==> src/rtl/uart_tx_framer_pkg.sv <==
// Shared UART framing definitions: FSM state encoding, frame-bit levels and
// the baud divisor calculation used by the transmitter.
package uart_tx_framer_pkg;

    typedef enum logic [2:0] {
        IDLE   = 3'd0,
        START  = 3'd1,
        DATA   = 3'd2,
        PARITY = 3'd3,
        STOP   = 3'd4
    } state_t;

    localparam logic START_LVL = 1'b0;
    localparam logic STOP_LVL  = 1'b1;
    localparam logic IDLE_LVL  = 1'b1;

    // Rounded-to-nearest clocks per bit.
    function automatic int calc_baud_div(input int clk_hz, input int baud);
        return (clk_hz + baud / 2) / baud;
    endfunction

endpackage

==> src/rtl/uart_baud_gen.sv <==
// Bit-period counter: counts 0..BAUD_DIV-1 while enabled and flags the last
// clock of each bit period with bit_tick.
module uart_baud_gen #(
    parameter int BAUD_DIV = 10
) (
    input  logic clk,
    input  logic rst_n,
    input  logic clear,
    input  logic enable,
    output logic bit_tick
);
    localparam int CW = (BAUD_DIV > 2) ? $clog2(BAUD_DIV) : 1;

    logic [CW-1:0] cnt;

    assign bit_tick = enable && (cnt == CW'(BAUD_DIV - 1));

    always_ff @(posedge clk or negedge rst_n) begin
        if (!rst_n) begin
            cnt <= '0;
        end else if (clear) begin
            cnt <= '0;
        end else if (enable) begin
            cnt <= bit_tick ? '0 : cnt + 1'b1;
        end
    end

endmodule

==> src/rtl/uart_tx_framer.sv <==
// UART transmitter: one byte per valid/ready handshake framed as start, 8 data
// bits LSB first, optional parity and 1 or 2 stop bits on a registered line.
module uart_tx_framer
    import uart_tx_framer_pkg::*;
#(
    parameter int CLK_HZ     = 50_000_000,
    parameter int BAUD       = 9600,
    parameter int PARITY_EN  = 0,
    parameter int PARITY_ODD = 0,
    parameter int STOP_BITS  = 1
) (
    input  logic       clk,
    input  logic       rst_n,
    input  logic [7:0] data_in,
    input  logic       tx_valid,
    output logic       tx_ready,
    output logic       tx_busy,
    output logic       tx_done,
    output logic       uart_tx
);
    localparam int BAUD_DIV = calc_baud_div(CLK_HZ, BAUD);

    if (STOP_BITS != 1 && STOP_BITS != 2) begin : g_bad_stop
        $error("uart_tx_framer: STOP_BITS must be 1 or 2");
    end
    if (BAUD_DIV < 2) begin : g_bad_div
        $error("uart_tx_framer: BAUD_DIV must be at least 2");
    end

    state_t     state;
    logic [7:0] shift_reg;
    logic [2:0] bit_idx;
    logic       stop_idx;
    logic       parity_bit;
    logic       bit_tick;
    logic       accept;

    assign tx_ready = (state == IDLE);
    assign accept   = tx_valid && tx_ready;

    uart_baud_gen #(.BAUD_DIV(BAUD_DIV)) u_baud (
        .clk      (clk),
        .rst_n    (rst_n),
        .clear    (accept),
        .enable   (tx_busy),
        .bit_tick (bit_tick)
    );

    always_ff @(posedge clk or negedge rst_n) begin
        if (!rst_n) begin
            state      <= IDLE;
            shift_reg  <= '0;
            bit_idx    <= '0;
            stop_idx   <= 1'b0;
            parity_bit <= 1'b0;
            tx_busy    <= 1'b0;
            tx_done    <= 1'b0;
            uart_tx    <= IDLE_LVL;
        end else begin
            tx_done <= 1'b0;
            case (state)
                IDLE: if (tx_valid) begin
                    shift_reg  <= data_in;
                    parity_bit <= (^data_in) ^ (PARITY_ODD != 0);
                    bit_idx    <= '0;
                    stop_idx   <= 1'b0;
                    tx_busy    <= 1'b1;
                    uart_tx    <= START_LVL;
                    state      <= START;
                end
                START: if (bit_tick) begin
                    uart_tx <= shift_reg[0];
                    state   <= DATA;
                end
                // The line is registered, so the next bit is taken from
                // shift_reg[1] in the same edge that shifts it down to [0].
                DATA: if (bit_tick) begin
                    if (bit_idx == 3'd7) begin
                        if (PARITY_EN != 0) begin
                            uart_tx <= parity_bit;
                            state   <= PARITY;
                        end else begin
                            uart_tx <= STOP_LVL;
                            state   <= STOP;
                        end
                    end else begin
                        bit_idx   <= bit_idx + 3'd1;
                        shift_reg <= shift_reg >> 1;
                        uart_tx   <= shift_reg[1];
                    end
                end
                PARITY: if (bit_tick) begin
                    uart_tx <= STOP_LVL;
                    state   <= STOP;
                end
                STOP: if (bit_tick) begin
                    if (stop_idx == 1'(STOP_BITS - 1)) begin
                        tx_busy <= 1'b0;
                        tx_done <= 1'b1;
                        state   <= IDLE;
                    end else begin
                        stop_idx <= 1'b1;
                    end
                end
                default: begin
                    tx_busy <= 1'b0;
                    uart_tx <= IDLE_LVL;
                    state   <= IDLE;
                end
            endcase
        end
    end

endmodule

==> config.mk <==
export PLATFORM = sky130hd
export DESIGN_NAME = uart_tx_framer
export DESIGN_NICKNAME = d
export VERILOG_FILES = /design/src/rtl/uart_tx_framer_pkg.sv /design/src/rtl/uart_baud_gen.sv /design/src/rtl/uart_tx_framer.sv
export SDC_FILE = /design/constraint.sdc
export NUM_CORES = 1
export LEC_CHECK = 0
export CORE_MARGIN = 2
export CORE_UTILIZATION = 55
export DETAILED_ROUTE_END_ITERATION = 7
export PLACE_DENSITY = 0.85
export SLEW_MARGIN = 40
export SYNTH_ARGS = -nofsm -noshare
export SYNTH_HDL_FRONTEND = slang
export SYNTH_HIERARCHICAL = 1
export SYNTH_SLANG_ARGS = --single-unit
==> constraint.sdc <==
create_clock -name clk -period 4.5 [get_ports clk]
set_input_delay 1.125 -clock clk [delete_from_list [all_inputs] [get_ports clk]]
set_output_delay 1.125 -clock clk [all_outputs]
set_load 0.03 [all_outputs]
---- Word level (Yosys, flattened, before mapping) ----
Index checks and enable logic that the tools add are counted.
storage, ports and cells
  register bits ........................... 31
  input port bits ......................... 11
  output and inout bits ................... 4
  logic and storage cells ................. 73
cells by class
  add/subtract/negate cells ............... 2
  equality and inequality tests ........... 14
  multiplexer cells ....................... 35
  bitwise logic cells ..................... 2
  reductions and logical operators ........ 12
operator list
  kind                                                  count
  two-way mux 13 bit                                    3
  two-way mux 3 bit                                     10
  two-way mux 8 bit                                     3
  one-hot mux 8 bit (2 select lines)                    1
  one-hot mux 3 bit (5 select lines)                    1
  adder 13 x 1 -> 13 bit (second input constant)        1
  equality test 13 bit (second input constant)          1
  two-way mux 1 bit                                     13
  != test 2 x 1 -> 1 bit (second input constant)        4
  != test 2 bit (second input constant)                 4
  AND reduction 4 bit                                   2
  AND reduction 7 bit                                   1
  equality test 3 x 2 -> 1 bit (second input constant)  2
  equality test 3 bit (second input constant)           2
  one-hot mux 3 bit (2 select lines)                    1
  nonzero test 2 bit                                    3
  one-hot mux 1 bit (5 select lines)                    1
  AND reduction 5 bit                                   1
  adder 3 x 1 -> 3 bit (second input constant)          1
  equality test 3 x 1 -> 1 bit (second input constant)  1
  zero test 3 bit                                       1
  one-hot mux 1 bit (3 select lines)                    1
  AND reduction 3 bit                                   1
  OR reduction 3 bit                                    1
  other kinds (3)                                       5

---- Logic depth before layout (Yosys ltp) ----
Gate-level depths: netlist of the first run.
  depth after elaboration ................. 5
  gate-level depth with buffers ........... 8
  gate-level depth less buffers ........... 7

---- Hierarchy ----
The synthesis of the first run kept the hierarchy.
by module, submodules not included
  module          instances  cells each  area each (um2)  sequential area each (um2)
  uart_tx_framer  1          74          859.6            426.7
  uart_baud_gen   1          82          755.7            325.3

---- Least setup slack after synthesis of the first run ----
OpenSTA, ideal clock, no wires.
  kind .................................... input -> register
  start point ............................. input tx_valid
  end point ............................... register u_baud.cnt[5]
  library setup time ...................... 133 ps
  arrival ................................. 2357 ps
  required time ........................... 4367 ps
  slack ................................... 2009 ps
  stages on the path ...................... 6
  buffers on the path ..................... 0
  path through ............................ nand2b_1 -> nor3_1 -> nor2_1 -> nor3_1 -> xnor2_1 -> nor2_1
on the way
  word-level cells in the longest chain between the ends .. 2
  elaborated cells on any way between the ends .. 3
  classes of those cells .................. 1 x mux; 2 x reduce/logical
RTL lines
  what                                                      RTL line              source
  start: declaration                                        uart_tx_framer.sv:15  input logic tx_valid,
  logical AND 1 bit *                                       uart_tx_framer.sv:39  assign accept = tx_valid && tx_ready;
  via accept                                                uart_tx_framer.sv:36  logic accept;
  two-way mux 13 bit or nonzero test 2 bit (tied branches)  n/a
  end signal: assignment                                    uart_baud_gen.sv:24   cnt <= bit_tick ? '0 : cnt + 1'b1;
  end: declaration                                          uart_baud_gen.sv:14   logic [CW-1:0] cnt;
Mark *: on every way through the listed nets, which the timed path passes. The rest lies on a longest branch.
A chain may end at the register's enable or synchronous reset.

---- Final worst setup path of the first run ----
  start point ............................. register state[1]
  end point ............................... output tx_ready
on the way
  word-level cells in the longest chain between the ends .. 1
RTL lines
  what                      RTL line              source
  start: declaration        uart_tx_framer.sv:30  state_t state;
  start signal: assignment  uart_tx_framer.sv:51  state <= IDLE;
  start signal: assignment  uart_tx_framer.sv:69  state <= START;
  start signal: assignment  uart_tx_framer.sv:73  state <= DATA;
  zero test 3 bit           uart_tx_framer.sv:38  assign tx_ready = (state == IDLE);
  end: declaration          uart_tx_framer.sv:16  output logic tx_ready,
No other way between the ends.

==> results of run 1 <==
cells in the final DEF, fill, tap and decap left out, drive strengths merged, types with 5 or more instances in the layout:
cell type and count:
inv 7, nand3 7, mux2 15, nand2 14
clkdlybuf4s50 14, nor3 6, dfrtp 29, o21ai 5
clkbuf 6, nor2 15
Yosys cell counts (2+ instances only):
master      n
nand4_1     3
and3_1      2
o21bai_1    2
xor2_1      4
clkbuf_1    2
a21oi_1     2
or3b_1      2
nor3_1      6
ha_1        3
nand3b_1    2
xnor2_1     3
inv_1       7
buf_2       2
dfrtp_1    29
o2bb2ai_1   3
mux2_1      7
o21ai_0     5
mux2_2      8
o41ai_1     2
nand2b_1    2
nor2_1     15
nand2_1    14
nand3_1     7
layer usage:
| layer | part of all wire [%] | vias to the layer above |
|---|---|---|
| li1 | - | 593 |
| met1 | 40 | 611 |
| met2 | 53 | 34 |
| met3 | 5.0 | 7 |
| met4 | 1.4 | 0 |
| met5 | 0 | - |
kinds of logic (layout without fill, tap and decap cells):
group	Yosys count	after routing	synth area share, %
buffers and inverters	13	30	3.87
AO/OA/AOI/OAI	23	23	10.9
XOR/XNOR	7	7	3.80
multiplexers	16	16	11.1
flip-flops	30	30	46.6
adder cells (fa/ha/maj)	3	3	2.32
AND/OR/NAND/NOR	64	64	21.5
area by class of cell:
cell class	instances	area, um2
Multi-Input combinational cell	113	813
Clock buffer	6	41.3
Sequential cell	30	752
Inverter	7	26.3
Clock inverter	2	10.0
Tap cell	31	38.8
Timing Repair Buffer	15	148
Fill cell	219	952
worst min path at each step:
stage,slack (ns),start,end,cells after the start
6_report,0.49,shift_reg[5],shift_reg[5],1
5_1_grt,0.52,shift_reg[0],shift_reg[0],1
4_1_cts,0.49,shift_reg[0],shift_reg[0],1
3_5_place_dp,0.47,shift_reg[0],shift_reg[0],1
3_3_place_gp,0.46,shift_reg[6],shift_reg[6],1
2_1_floorplan,0.45,shift_reg[4],shift_reg[4],1
worst max-delay path, cell delays in order, from the launching register on:
cell and delay (ns):
dfrtp_1 0.59, nor3_1 0.28, clkdlybuf4s50_1 0.70
power by group:
group / leakage [nW] / switching, mW / total (mW) / internal (mW)
Combinational: 0.372 / 0.0591 / 0.122 / 0.0633
Sequential: 0.368 / 0.0531 / 0.364 / 0.311
Clock: 0.0320 / 0.0876 / 0.147 / 0.0593
Total: 0.773 / 0.200 / 0.634 / 0.434
==> metrics.cfg, run 1 <==
[clocking]
cts_setup_buffers = 0
cts_resized = 0
numCtsBuffers = 5
clock-root-buffer = clkbuf_4
clk_path_buf_depth = 2
clkTransAtPathRegs_ns = 0.09
clock_latency_ns = 0.33
cts.sinks = 30
cts_hold_buffers = 0
cts-htree-levels = 2
cts_tree = yes

[placed_design]
place_area_mm2 = 0.00177
dp_hpwl_mm = 2.39
port_buffers = 14
gp_congestion = 0.874
dp_slack_ns = 1.21
place_inst = 196

[setup_path]
critPathCapture = tx_ready
critPathMaxFanout = 16
start_kind = flop
rrSetupSlack_ns = 1.60
r2r-end = shift_reg[3]
critPathArrivalTime_ns = 1.90
reg2reg_depth = 6
path_class = flop to output port
cp-end-kind = output port
r2r_start = u_baud/cnt[9]
startpoint = state[1]
worstPathRequired_ns = 3.38

[grt]
grt-ovfl-total = 0
grt_pass1_wl_mm = 5.57
grt_start_max_net_pins = 17
antenna_found_initial = 0
grt_use_met1_pct = 25.1
use_met2_pct = 38.6
top_usage_layer = met2
grt_use_total_pct = 21.7
grt.met3_usage_pct = 6.03
first_global_vias = 1270

[routing]
wire_per_inst_um = 15.6
ant_nets = 0
routed_wl_mm = 3.18
vias = 1245
drtIter0Drc = 38
route.detailed.drc = 0
vias_per_cell = 6.10
drtPass1Iterations = 4

[floorplanning]
top_level_ports = 15
std_cell_rows = 19
fp.dieH_um = 58.2
die_w_um = 58.2
start_util_pct = 58.1
dieArea_mm2 = 0.00339
core_region_area_mm2 = 0.00278

[sta]
period_needed_ns = 3.02
setup_viol = 0
worst_pin_slew_ns = 0.683
setup_slack_ns = 1.48
slew_violations = 0
finalSetupTns_ns = 0
fmax_mhz = 331
rsz0062_at_grt = false
holdWs_ns = 0.492
relSlewSlack_pct = 54.4
fin_skew_ns = 0.0124
fin_crit_sh_pct = 67.2
hold_viol = 0

[yosys]
synth-edff-count = 0
yosysWarnings = 6
seq_area_frac_synth_pct = 46.6
syn_area_mm2 = 0.00162
synth-seq-cells = 30
syn-num-nets = 170
synthDistinctLibCells = 47
synthArstFlopShare_pct = 100
avgSynthCellArea_um2 = 10.4
synth_top_area_share_pct = 44.9
netlist_top_cells_area = dfrtp_1 (45%), mux2_2 (5.6%), mux2_1 (4.9%), nor2_1 (3.5%), nand2_1 (3.3%)
synth_top_area_cell = dfrtp_1
ys.flop_type = dfrtp_1
postSynthCellCount = 156

[power]
irDropWorstVdd_mv = 0.252
power_density_mw_per_mm2 = 346
power_mw = 0.634
leakage_nw = 0.773

[min_path]
hp-class = flop to flop

[layout]
largest_reg_flops = 13
layout.cells.non_filler = 204
final_layout_size_suffix_gt1_share_pct = 13.9
fin_util_pct = 65.8
antenna_cells = 0
finalInstanceArea_mm2 = 0.00183
nNetsFinal = 186
syn_to_final_growth_pct = 13.2

[run]
max_cap_violations = 0

[outcome]
status = completed

(Power assumes the default switching activity.)
==> inputs of run 2 (changes only) <==
Clock period 4.5 ns to 2.8 ns, I/O delays scaled along.
==> run 2 against run 1 <==
  * Register-to-register slack got worse by 1.1 ns
  * First-iteration DRC count increased by 89%
  * Final cell count is 2.0% higher
  * Die area did not move
  * Global-route usage grew 1.7 points
  * Worst setup slack got worse by 1.2 ns
  * Routed wire length is 5.9% higher
  * Critical endpoint unchanged
==> metrics.cfg, run 2 (synthesis results as in run 1) <==
[power]
irDropWorstVdd_mv = 0.625
leakage_nw = 0.798
power_density_mw_per_mm2 = 569

[setup_path]
worstPathRequired_ns = 2.10
cp_slowest_cell = clkdlybuf4s50_1
path_class = flop to output port
critPathMaxFanout = 11
cp_num_buf_inv = 1
cp-end-kind = output port
critPathArrivalTime_ns = 1.84
crit_chain = nor3_1 -> clkdlybuf4s50_1
start_kind = flop
cp_top_family = buffers and inverters
cpPeakStageDelay_ns = 0.73

[layout]
syn_to_final_growth_pct = 14.9
layout_commonest_cell = dfrtp_1
largest_reg_flops = 13
final_cell_mix = dfrtp_1 (29), nor2_1 (15), nand2_1 (14), clkdlybuf4s50_1 (14), mux2_2 (8)
final_layout_size_suffix_gt1_share_pct = 15.3
fin_util_pct = 66.7
nNetsFinal = 190
antenna_cells = 0

[sta]
worst_pin_slew_ns = 0.595
finalSetupTns_ns = 0
rsz0062_at_grt = false
fmax_mhz = 393
hold_viol = 0
setup_viol = 0
fin_crit_sh_pct = 90.8
holdWs_ns = 0.486
period_needed_ns = 2.54
slew_violations = 0
relSlewSlack_pct = 60.2
setup_slack_ns = 0.257
fin_skew_ns = 0.0133

[min_path]
hp-class = flop to flop

[clocking]
clk_path_buf_depth = 2
cts_tree = yes
cts.sinks = 30
cts_resized = 0
numCtsBuffers = 5
clkTransAtPathRegs_ns = 0.09
cts-htree-levels = 2
clock_latency_ns = 0.34
cts_hold_buffers = 0
cts_setup_buffers = 0
clock-root-buffer = clkbuf_4

[floorplanning]
std_cell_rows = 19
start_util_pct = 58.1
die_w_um = 58.2
fp.dieH_um = 58.2
core_region_area_mm2 = 0.00278
dieArea_mm2 = 0.00339
top_level_ports = 15

[routing]
drtIter0Drc = 72
route.detailed.drc = 0
drtPass1Iterations = 4
vias_per_cell = 6.00
wire_per_inst_um = 16.2
vias = 1248
routed_wl_mm = 3.37
ant_nets = 0

[grt]
grt_start_max_net_pins = 31
grt-ovfl-total = 0
antenna_found_initial = 0
grt_pass1_wl_mm = 5.90
grt_use_total_pct = 23.5
first_global_vias = 1309

[placed_design]
gp_congestion = 0.874
port_buffers = 14
dp_hpwl_mm = 2.43
dp_slack_ns = 0.381

[outcome]
status = completed

[run]
max_cap_violations = 0

run 2: path summary, 6_finish.rpt:
kind	startpoint	endpoint	slack, ns	depth (start not counted)
worst max-delay path	state[0]	tx_ready	0.26	2
worst min-delay path	bit_idx[0]	bit_idx[0]	0.49	1
worst max register to register	u_baud/cnt[5]	shift_reg[4]	0.53	7
worst min register to register	bit_idx[0]	bit_idx[0]	0.49	1
max in group asynchronous	rst_n	uart_tx	1.73	2
min in group asynchronous	rst_n	u_baud/cnt[11]	0.75	2
run 2: layout make-up:
| class | count | area [um2] |
|---|---|---|
| Timing Repair Buffer | 19 | 178 |
| Tap cell | 31 | 38.8 |
| Clock buffer | 7 | 55.1 |
| Fill cell | 229 | 926 |
| Inverter | 7 | 26.3 |
| Sequential cell | 30 | 752 |
| Clock inverter | 1 | 5.00 |
| Multi-Input combinational cell | 113 | 801 |
run 2: per-stage QoR:
| stage | instance area [um2] | power, mW | std cells |
|---|---|---|---|
| 2_1_floorplan | 1620 | 0.732 | 156 |
| 3_3_place_gp | 1800 | 0.775 | 200 |
| 3_5_place_dp | 1800 | 0.792 | 200 |
| 4_1_cts | 1860 | 1.07 | 208 |
| 5_1_grt | 1860 | 1.12 | 208 |
| 6_report | 1860 | 1.06 | 208 |
run 2: worst register-to-register path, stage by stage, from the launching register on:
cell	delay [ns]
dfrtp_1	0.46
nor4b_1	0.35
nand3_1	0.22
nor2_1	0.18
nand3b_1	0.11
a211oi_2	0.26
buf_4	0.22
mux2_1	0.35
run 2: metal layers:
metal	global-route usage (%)	vias to the layer above	wire, um
met2	39.3	40	1750
met3	6.25	8	153
met5	0	-	0
li1	-	601	-
met4	9.63	0	64
met1	28.7	599	1400
run 2: where the power goes:
group          switching [mW]  leakage, nW  total [mW]  internal, mW
logic                  0.0928        0.394       0.195         0.102
clock network           0.152       0.0353       0.274         0.122
registers              0.0869        0.368       0.587         0.500
==> inputs of run 3 (changes only) <==
Settings changed: PLACE_DENSITY 0.85 to 0.74.
==> run 3 against run 2 <==
  * Maximum frequency shrank 0.28%
  * Global-route usage shrank 1.3 points
  * Critical path depth is the same
  * Worst hold slack gained 0.0065 ns
  * Sequential power is essentially flat
  * Total power shrank 1.4%
  * Highest routed layer unchanged
  * Clock skew shrank 0.0038 ns
==> metrics.cfg, run 3 (synthesis results as in run 1) <==
[run]
max_cap_violations = 0

[routing]
vias_per_cell = 5.82
ant_nets = 0
route.detailed.drc = 0
drtIter0Drc = 26
routed_wl_mm = 3.03
wire_per_inst_um = 14.6
vias = 1211
drtPass1Iterations = 4

[grt]
grt_pass1_wl_mm = 5.61
grt_use_total_pct = 22.2
grt.met3_usage_pct = 6.92
first_global_vias = 1308
top_usage_layer = met2
grt_use_met1_pct = 25.3
grt-ovfl-total = 0
grt_start_max_net_pins = 31
antenna_found_initial = 0
use_met2_pct = 38.5

[clocking]
cts_tree = yes
cts_setup_buffers = 0
clock-root-buffer = clkbuf_4
clock_latency_ns = 0.32
cts.sinks = 30
clkTransAtPathRegs_ns = 0.09
cts_hold_buffers = 0
cts-htree-levels = 2
numCtsBuffers = 5
cts_resized = 0
clk_path_buf_depth = 2

[min_path]
hp-class = flop to flop
holdCritStartpoint = bit_idx[0]
whs_path_depth = 1

[layout]
seq_area_um2 = 752
layout_commonest_cell = dfrtp_1
syn_to_final_growth_pct = 14.9
multi_input_area_um2 = 801
final_layout_size_suffix_gt1_share_pct = 15.3
antenna_cells = 0
layout.cells.non_filler = 208
nNetsFinal = 190
final_cell_mix = dfrtp_1 (29), nor2_1 (15), nand2_1 (14), clkdlybuf4s50_1 (14), mux2_2 (8)
finalInstanceArea_mm2 = 0.00186
fillers = 231
largest_reg_flops = 13

[setup_path]
path_depth = 2
cp-end-kind = output port
critPathMaxFanout = 16
cpPeakStageDelay_ns = 0.70
path_class = flop to output port
r2r_start = u_baud/cnt[0]
critPathArrivalTime_ns = 1.85
reg2reg_depth = 8
worstPathRequired_ns = 2.10
crit_chain = nor3_1 -> clkdlybuf4s50_1
startpoint = state[1]
cp_num_buf_inv = 1
cp_slowest_cell = clkdlybuf4s50_1
start_kind = flop
cp_top_family = buffers and inverters

[power]
irDropWorstVdd_mv = 0.473
power_density_mw_per_mm2 = 561
power_mw = 1.04
leakage_nw = 0.798

[placed_design]
port_buffers = 14
dp_hpwl_mm = 2.20
place_inst = 200
place_area_mm2 = 0.00180
gp_congestion = 0.835

[floorplanning]
core_region_area_mm2 = 0.00278
std_cell_rows = 19
start_util_pct = 58.1
dieArea_mm2 = 0.00339
top_level_ports = 15
die_w_um = 58.2
fp.dieH_um = 58.2

[sta]
rsz0062_at_grt = false
fin_crit_sh_pct = 91.1
hold_viol = 0
fin_skew_ns = 0.00958
fmax_mhz = 392
worst_pin_slew_ns = 0.532
slew_violations = 0
relSlewSlack_pct = 64.4
finalSetupTns_ns = 0
setup_viol = 0
period_needed_ns = 2.55

[outcome]
status = completed

-- run 3: cell counts in the layout (fill, tap and decap cells not counted) --
No cell type changed its count.
-- run 3: area by class of cell --
class                      instances  share of cell area (%)
sequential                        30                    40.5
tap                               31                    2.09
inverter                           7                    1.42
clock buffer                       7                    2.97
timing repair buffer              19                    9.58
multi-input combinational        113                    43.2
clock inverter                     1                   0.270
-- run 3: worst paths after layout --
check | slack [ns] | to
worst max-delay path | 0.25 | tx_ready
min in group asynchronous | 0.76 | u_baud/cnt[11]
worst min register to register | 0.49 | bit_idx[0]
worst min-delay path | 0.49 | bit_idx[0]
max in group asynchronous | 1.73 | uart_tx
worst max register to register | 0.51 | shift_reg[6]
-- run 3: per-stage QoR --
step           hold slack (ns)  utilization, %  worst slack (ns)
3_5_place_dp             0.474            64.6             0.245
6_report                 0.492            66.7             0.250
3_3_place_gp             0.462            64.6             0.354
4_1_cts                  0.495            66.7             0.214
5_1_grt                  0.510            66.7             0.123
2_1_floorplan            0.404               -             0.734
-- run 3: worst register-to-register path, stage by stage (launching register included) --
cell	delay, ns
dfrtp_1	0.39
ha_1	0.25
and4b_1	0.23
nand3_1	0.18
nor2_1	0.20
nand3b_1	0.12
a211oi_2	0.24
buf_4	0.22
mux2_1	0.34
-- run 3: layer usage --
| layer | vias to the layer above | wire length [um] | part of all wire, % |
|---|---|---|---|
| met1 | 584 | 1330 | 44 |
| li1 | 601 | - | - |
| met2 | 22 | 1550 | 51 |
| met3 | 4 | 110 | 3.6 |
| met4 | 0 | 32 | 1.1 |
| met5 | - | 0 | 0 |
-- run 3: power breakdown --
group          total, mW  internal, mW  switching [mW]
clock              0.263         0.122           0.141
combinational      0.194         0.101          0.0929
sequential         0.584         0.500          0.0839
total               1.04         0.723           0.318
